<file path="src/rtl/inst_decode_stage.sv">
// Single-entry decode stage: splits an instruction word into register specifiers and an
// extended immediate, with a valid/ready handshake and a saturating illegal-instruction counter.
module inst_decode_stage #(
    parameter int INST_W   = 32,
    parameter int REG_AW   = 5,
    parameter int IMM_W    = 16,
    parameter int XLEN     = 32,
    parameter int SIGN_EXT = 1,
    parameter int CNT_W    = 16
) (
    input  logic              clk,
    input  logic              rst,
    input  logic              flush,
    input  logic              in_valid,
    input  logic [INST_W-1:0] in_inst,
    output logic              in_ready,
    output logic              out_valid,
    input  logic              out_ready,
    output logic [1:0]        out_type,
    output logic [3:0]        out_opcode,
    output logic [REG_AW-1:0] out_src1,
    output logic [REG_AW-1:0] out_src2,
    output logic [REG_AW-1:0] out_dest,
    output logic [REG_AW-1:0] out_cond,
    output logic [XLEN-1:0]   out_imm,
    output logic              out_illegal,
    output logic [CNT_W-1:0]  illegal_cnt
);

    localparam int F0_LSB = 6;
    localparam int F1_LSB = 6 + REG_AW;
    localparam int F2_LSB = 6 + 2 * REG_AW;
    localparam logic [CNT_W-1:0] CNT_MAX = '1;

    localparam logic [1:0] TYPE_ILL = 2'b00;
    localparam logic [1:0] TYPE_S   = 2'b01;
    localparam logic [1:0] TYPE_I   = 2'b10;
    localparam logic [1:0] TYPE_B   = 2'b11;

    generate
        if (INST_W < 6 + 3 * REG_AW) begin : g_bad_reg_fields
            $error("inst_decode_stage: INST_W too small for three register fields");
        end
        if (INST_W < 6 + 2 * REG_AW + IMM_W) begin : g_bad_imm_field
            $error("inst_decode_stage: INST_W too small for two register fields plus immediate");
        end
        if (XLEN < IMM_W) begin : g_bad_xlen
            $error("inst_decode_stage: XLEN must be at least IMM_W");
        end
    endgenerate

    // Raw fields of the incoming word
    logic [1:0]        inst_type;
    logic [3:0]        inst_opcode;
    logic [REG_AW-1:0] f0;
    logic [REG_AW-1:0] f1;
    logic [REG_AW-1:0] f2;
    logic [IMM_W-1:0]  imm_field;
    logic [XLEN-1:0]   imm_ext;

    assign inst_type   = in_inst[1:0];
    assign inst_opcode = in_inst[5:2];
    assign f0          = in_inst[F0_LSB +: REG_AW];
    assign f1          = in_inst[F1_LSB +: REG_AW];
    assign f2          = in_inst[F2_LSB +: REG_AW];
    assign imm_field   = in_inst[INST_W-1 -: IMM_W];

    assign imm_ext[IMM_W-1:0] = imm_field;
    generate
        for (genvar gi = IMM_W; gi < XLEN; gi++) begin : g_imm_ext
            assign imm_ext[gi] = (SIGN_EXT != 0) ? imm_field[IMM_W-1] : 1'b0;
        end
    endgenerate

    // Decoded bundle for the word currently on in_inst
    logic [REG_AW-1:0] src1_next;
    logic [REG_AW-1:0] src2_next;
    logic [REG_AW-1:0] dest_next;
    logic [REG_AW-1:0] cond_next;
    logic [XLEN-1:0]   imm_next;
    logic              illegal_next;

    always_comb begin
        src1_next    = '0;
        src2_next    = '0;
        dest_next    = '0;
        cond_next    = '0;
        imm_next     = '0;
        illegal_next = 1'b0;
        case (inst_type)
            TYPE_S: begin
                src1_next = f0;
                src2_next = f1;
                dest_next = f2;
            end
            TYPE_I: begin
                src1_next = f0;
                dest_next = f1;
                imm_next  = imm_ext;
            end
            TYPE_B: begin
                src2_next = f0;
                dest_next = f0;
                cond_next = f1;
                imm_next  = imm_ext;
            end
            default: begin
                illegal_next = 1'b1;
            end
        endcase
    end

    // Bundle registers
    logic              valid_reg;
    logic [1:0]        type_reg;
    logic [3:0]        opcode_reg;
    logic [REG_AW-1:0] src1_reg;
    logic [REG_AW-1:0] src2_reg;
    logic [REG_AW-1:0] dest_reg;
    logic [REG_AW-1:0] cond_reg;
    logic [XLEN-1:0]   imm_reg;
    logic              illegal_reg;
    logic [CNT_W-1:0]  cnt_reg;

    logic accept;
    logic cnt_bump;

    // The stage can take a new word when empty or when the current bundle leaves this cycle
    assign in_ready = !flush && (!valid_reg || out_ready);
    assign accept   = in_valid && in_ready;
    assign cnt_bump = accept && (inst_type == TYPE_ILL) && (cnt_reg != CNT_MAX);

    always_ff @(posedge clk or posedge rst) begin
        if (rst) begin
            valid_reg   <= 1'b0;
            type_reg    <= '0;
            opcode_reg  <= '0;
            src1_reg    <= '0;
            src2_reg    <= '0;
            dest_reg    <= '0;
            cond_reg    <= '0;
            imm_reg     <= '0;
            illegal_reg <= 1'b0;
        end else if (flush) begin
            valid_reg <= 1'b0;
        end else if (accept) begin
            valid_reg   <= 1'b1;
            type_reg    <= inst_type;
            opcode_reg  <= inst_opcode;
            src1_reg    <= src1_next;
            src2_reg    <= src2_next;
            dest_reg    <= dest_next;
            cond_reg    <= cond_next;
            imm_reg     <= imm_next;
            illegal_reg <= illegal_next;
        end else if (out_ready) begin
            valid_reg <= 1'b0;
        end
    end

    // Counter ignores flush: accept is already masked by it
    always_ff @(posedge clk or posedge rst) begin
        if (rst) begin
            cnt_reg <= '0;
        end else if (cnt_bump) begin
            cnt_reg <= cnt_reg + 1'b1;
        end
    end

    assign out_valid   = valid_reg;
    assign out_type    = type_reg;
    assign out_opcode  = opcode_reg;
    assign out_src1    = src1_reg;
    assign out_src2    = src2_reg;
    assign out_dest    = dest_reg;
    assign out_cond    = cond_reg;
    assign out_imm     = imm_reg;
    assign out_illegal = illegal_reg;
    assign illegal_cnt = cnt_reg;

endmodule
</file>
<file path="config.mk">
export PLATFORM = sky130hd
export DESIGN_NAME = inst_decode_stage
export DESIGN_NICKNAME = d
export VERILOG_FILES = /design/src/rtl/inst_decode_stage.sv
export SDC_FILE = /design/constraint.sdc
export NUM_CORES = 1
export LEC_CHECK = 0
export ABC_AREA = 1
export ABC_CLOCK_PERIOD_IN_PS = 1960
export CAP_MARGIN = 20
export CORE_ASPECT_RATIO = 1.25
export CORE_MARGIN = 5
export CORE_UTILIZATION = 44
export CTS_CLUSTER_DIAMETER = 80
export DETAILED_ROUTE_END_ITERATION = 16
export HOLD_SLACK_MARGIN = 0.08
export PLACE_DENSITY = 0.8
export SYNTH_ARGS = -nofsm -noshare
export SYNTH_HDL_FRONTEND = slang
export SYNTH_SLANG_ARGS = --single-unit
</file>
<file path="constraint.sdc">
create_clock -name clk -period 1.96 [get_ports clk]
set_input_delay 0.294 -clock clk [delete_from_list [all_inputs] [get_ports clk]]
set_output_delay 0.294 -clock clk [all_outputs]
set_load 0.01 [all_outputs]
</file>
==> results of run 1 <==
==> worst max-delay path, delay by kind of cell <==
family / cells / cell delay [ns]
buf+inv: 4 / 1.08
simple gates: 2 / 0.16
==> cells in the final DEF (no fill, tap or decap), types with 8 or more instances in the layout <==
cell type,count
nand2_1,160
clkdlybuf4s50_1,113
dfrtp_1,59
o21ai_0,38
inv_1,27
nor2_1,16
clkbuf_8,10
nand3_1,9
ha_1,8
==> cell families after synthesis <==
| family | synth area share (%) |
|---|---|
| and+or+nand+nor | 27.5 |
| DFF | 49.4 |
| buffers and inverters | 9.67 |
| AOI/OAI and AO/OA | 8.47 |
| adders and majority gates | 3.29 |
| xor gates and xnor gates | 1.73 |
==> metal layers <==
layer | share of wire [%] | up-vias | wire [um] | track usage [%]
met5 | 0 | - | 0 | 0
li1 | - | 1396 | - | -
met1 | 41 | 1284 | 3150 | 20.6
met2 | 53 | 77 | 4020 | 32.6
met3 | 5.1 | 7 | 389 | 3.36
met4 | 1.1 | 0 | 83 | 7.06
==> stage by stage <==
stage | hold slack, ns | std cells | setup WS [ns]
3_3_place_gp | 0.463 | 566 | 0.0849
4_1_cts | 0.357 | 582 | 0.0428
2_1_floorplan | 0.360 | 384 | 0.181
6_report | 0.345 | 582 | 0.136
5_1_grt | 0.371 | 582 | 0.0481
3_5_place_dp | 0.469 | 566 | 0.00563
==> state kept, by name, summed over array words and instances, names as in the netlist <==
signal       flops
out_cond         5
out_opcode       4
out_dest         5
illegal_cnt     16
out_imm         16
out_type         2
out_src2         5
out_illegal      1
out_src1         5
out_valid        1
==> where the power goes <==
part	switching, uW	internal, uW
Sequential	111	1380
Combinational	367	467
Clock	446	491
==> area by class of cell <==
type                    instances  area share [%]
well taps                      90            2.59
clock inverters                 2           0.231
inverters                      29            2.51
clock buffers                  14            3.52
flip-flops and latches         60            34.6
repair buffers                121            27.7
multi-input cells             266            28.8
==> worst paths after layout <==
path / to / slack (ns) / start
setup / recovery: in_ready / 0.14 / out_ready
hold / removal: out_imm[5]$_DFFE_PP0P_ / 0.34 / rst
setup reg to reg: illegal_cnt[10]$_DFFE_PP0P_ / 0.31 / illegal_cnt[0]$_DFFE_PP0P_
hold reg to reg: out_imm[8]$_DFFE_PP0P_ / 0.48 / out_imm[8]$_DFFE_PP0P_
max in group asynchronous: illegal_cnt[3]$_DFFE_PP0P_ / 1.34 / rst
min in group clk: out_imm[8]$_DFFE_PP0P_ / 0.48 / out_imm[8]$_DFFE_PP0P_
==> flow_summary.ini, run 1 <==
[run_status]
status = completed

[setup_path]
cp-end-kind = output pin
r2r_cells = 8
start_kind = input pin
required_ns = 1.67
critPathKind = input pin to output pin
worst_ep_arrival_time_ns = 1.53
critPathMaxFanout = 2
critPathMaxStageDelay_ns = 0.53
path_cells = clkdlybuf4s50_1 -> inv_1 -> nand2_1 -> inv_1 -> nor2_1 -> clkdlybuf4s50_1
cp_slowest_cell = clkdlybuf4s50_1

[floorplan]
die_width_um = 84.4
std_cell_rows = 34
io-pin-count = 114
core_mm2 = 0.00685
die_h_um = 103
start_util_pct = 44.4
die_area_mm2 = 0.00869

[clock_network]
worstSkewPairLatency_ns = 0.33
h-tree-depth = 3
cts_tree = built
clock_sinks = 60
clk_path_buf_depth = 2
cts_buffers = 9
cts_setup_buffers = 0
hold_buffers = 0
cts_root_buf = clkbuf_8
clk_pin_slew_worst_paths_ns = 0.06
cts-resized-gates = 0

[timing]
fmax_mhz = 548
grt_setup_unrepaired = no
skew_ns = 0.0112
relSlewSlack_pct = 71.6
worstMarginPinSlew_ns = 0.425
finalCriticalPeriod_ns = 1.82
period_share_pct = 93.1
hold_viol_final = 0
drv_slew = 0
finalSetupViolations = 0
tns_ns = 0

[cells_and_area]
ff_latch_area_mm2 = 0.00150
num_antenna_cells = 0
nNetsFinal = 532
final_area_mm2 = 0.00434
syn_to_final_growth_pct = 42.7
drive_above_1_share_pct = 6.30
fillers = 602
multiInputGateArea_mm2 = 0.00125
utilization_pct = 63.4

[logic_synthesis]
synthCells = 384
avgSynthCellArea_um2 = 7.92
synthMostInstantiatedCell = nand2_1
synth_flop_cell = dfrtp_1
yosysSeqAreaShare_pct = 49.4
yosys_warnings = 0
synth-edff-count = 0
ys_types = 25
synthArstFlopShare_pct = 100
yosys-top-cells-count = nand2_1, dfrtp_1, o21ai_0, inv_1
syn_nets = 429
synth_area_leaders = dfrtp_1, nand2_1, o21ai_0
synth_largest_area_cell = dfrtp_1
synth_area_mm2 = 0.00304
ys_seq_elements = 60
synth.top_cell.area_share_pct = 49.4

[placed_design]
gp_congestion = 0.829
hpwl_um = 5850
placed_area_mm2 = 0.00418
portBuffers = 113

[pwr]
p_leak_uw = 0.00202
power_density_mw_per_mm2 = 750
power.total_uw = 3260
ir_drop_uv = 443

[route]
post-route-drc-count = 0
wire_per_inst_um = 13.1
vias_per_cell = 4.75
drtIter0Drc = 61
totalWireLength_um = 7650
postRouteAntennaNets = 0
vias = 2764
dr.pass1.iters = 4

[global_routing]
grt_use_total_pct = 17.8
gr-total-overflow = 0
antenna_found_initial = 0
grt_start_max_net_pins = 61
grt_pass1_wl_um = 12300
grt_pass1_vias = 2610

[worst_hold_path]
hp-class = input pin to asynchronous set/reset pin

[flow_run]
cap_violations = 0
Note: power is estimated with default switching activity, not from simulation.
==> run 2, diff against run 1 <==
CAP_MARGIN = 30   (was 20)
CORE_MARGIN = 4   (was 5)
==> run 2 against run 1 <==
Effect of this change:
- sequential cell count stayed put
- maximum frequency about the same
- sequential share of layout area decreased by 0.64 points
- highest routed layer unchanged
==> flow_summary.ini, run 2 (synthesis results as in run 1) <==
[clock_network]
cts-resized-gates = 0
clk_path_buf_depth = 2
hold_buffers = 0
worstSkewPairLatency_ns = 0.33
cts_tree = built
cts_buffers = 9
clock_sinks = 60
h-tree-depth = 3
cts_setup_buffers = 0
cts_root_buf = clkbuf_8
clk_pin_slew_worst_paths_ns = 0.06

[cells_and_area]
drive_above_1_share_pct = 7.68
nNetsFinal = 535
final_area_mm2 = 0.00442
instances_no_fill = 582
syn_to_final_growth_pct = 45.4
num_antenna_cells = 0
mostFrequentLayoutCell = nand2_1
final_cell_mix = nand2_1, clkdlybuf4s50_1, dfrtp_1

[setup_path]
critPathMaxFanout = 2
path_cells = clkdlybuf4s50_1 -> inv_1 -> nand2_1 -> inv_1 -> nor2_1 -> clkdlybuf4s50_1
r2r-end = illegal_cnt[10]$_DFFE_PP0P_
critPathMaxStageDelay_ns = 0.54
critPathKind = input pin to output pin
worst_ep_arrival_time_ns = 1.53
cp_slowest_cell = clkdlybuf4s50_1
regToRegSetupSlack_ns = 0.28
reg2reg_from = illegal_cnt[1]$_DFFE_PP0P_
critPathBufInv = 4
cp-end-kind = output pin
crit_family = buffers and inverters
r2r_cells = 8
start_kind = input pin
required_ns = 1.67

[placed_design]
portBuffers = 113
dp_cells = 566
gp_congestion = 0.840
hpwl_um = 5820
placed_area_mm2 = 0.00420

[flow_run]
cap_violations = 0

[route]
drtIter0Drc = 201
wire_per_inst_um = 13.2
totalWireLength_um = 7670
vias_per_cell = 4.82
vias = 2803
post-route-drc-count = 0
dr.pass1.iters = 5
postRouteAntennaNets = 0

[global_routing]
gr-total-overflow = 0
grt_start_max_net_pins = 59
antenna_found_initial = 0
grt_pass1_wl_um = 12500
grt_pass1_vias = 2674
grt_use_total_pct = 19.5

[floorplan]
die_width_um = 82.4
start_util_pct = 45.8
std_cell_rows = 33
die_area_mm2 = 0.00832
die_h_um = 101
io-pin-count = 114
core_mm2 = 0.00665

[pwr]
power_density_mw_per_mm2 = 805
p_leak_uw = 0.00206
ir_drop_uv = 456

[timing]
period_share_pct = 93.0
worstMarginPinSlew_ns = 0.471
skew_ns = 0.00876
hold_ws_ns = 0.337
grt_setup_unrepaired = no
hold_viol_final = 0
drv_slew = 0
relSlewSlack_pct = 68.6
fmax_mhz = 549
finalCriticalPeriod_ns = 1.82
finalSetupViolations = 0
tns_ns = 0

[worst_hold_path]
hp-class = input pin to asynchronous set/reset pin

[run_status]
status = completed
==> run 2: changes by cell type in the layout (fill, tap and decap cells not counted) <==
cell	delta
clkbuf_1	-4
bufinv_16	+2
clkinv_2	-1
buf_4	+3
clkinvlp_4	+3
==> run 2: power breakdown <==
group | leakage [uW] | internal (uW) | switching, uW | total [uW]
Combinational | 0.00117 | 471 | 361 | 832
Clock | 0.000105 | 748 | 494 | 1240
Sequential | 0.000789 | 1370 | 112 | 1490
==> run 2: metrics by stage <==
| stage | utilization, % | power, uW | setup WS [ns] |
|---|---|---|---|
| 3_5_place_dp | 63.1 | 2350 | 0.0438 |
| 3_3_place_gp | 63.1 | 2330 | 0.122 |
| 2_1_floorplan | - | 1870 | 0.181 |
| 4_1_cts | 66.5 | 3600 | 0.0439 |
| 5_1_grt | 66.5 | 3750 | 0.0789 |
| 6_report | 66.5 | 3560 | 0.138 |
==> run 2: routing by layer <==
layer	routed length (um)	vias to the layer above	track usage, %
li1	-	1403	-
met1	3190	1288	24.1
met2	3840	101	33.0
met3	518	11	3.31
met4	121	0	8.31
met5	0	-	0
==> run 2: worst max-delay path by stage <==
stage,from,to,slack [ns],depth (start not counted)
3_5_place_dp,in_inst[1],illegal_cnt[10]$_DFFE_PP0P_,0.04,9
6_report,out_ready,in_ready,0.14,6
4_1_cts,out_imm[30]$_DFFE_PP0P_,out_imm[28],0.04,1
5_1_grt,out_ready,in_ready,0.08,6
3_3_place_gp,in_inst[0],out_imm[14]$_DFFE_PP0P_,0.12,6
2_1_floorplan,rst,illegal_cnt[0]$_DFFE_PP0P_,0.18,1
==> run 2: worst register-to-register path: stages, from the launching register on <==
cell and delay, ns:
dfrtp_1 0.41, ha_1 0.23, nand3_2 0.16, nor2_4 0.25, nand2_4 0.10, nand2_4 0.16, inv_2 0.13, nand2_1 0.09
nand2_1 0.05
==> run 2: area by class of cell <==
| type | instances | area (um2) |
|---|---|---|
| Clock inverter | 6 | 87.6 |
| Sequential cell | 60 | 1500 |
| Inverter | 29 | 109 |
| Tap cell | 87 | 109 |
| Timing Repair Buffer | 124 | 1230 |
| Clock buffer | 10 | 138 |
| Multi-Input combinational cell | 266 | 1250 |
| Fill cell | 551 | 2220 |
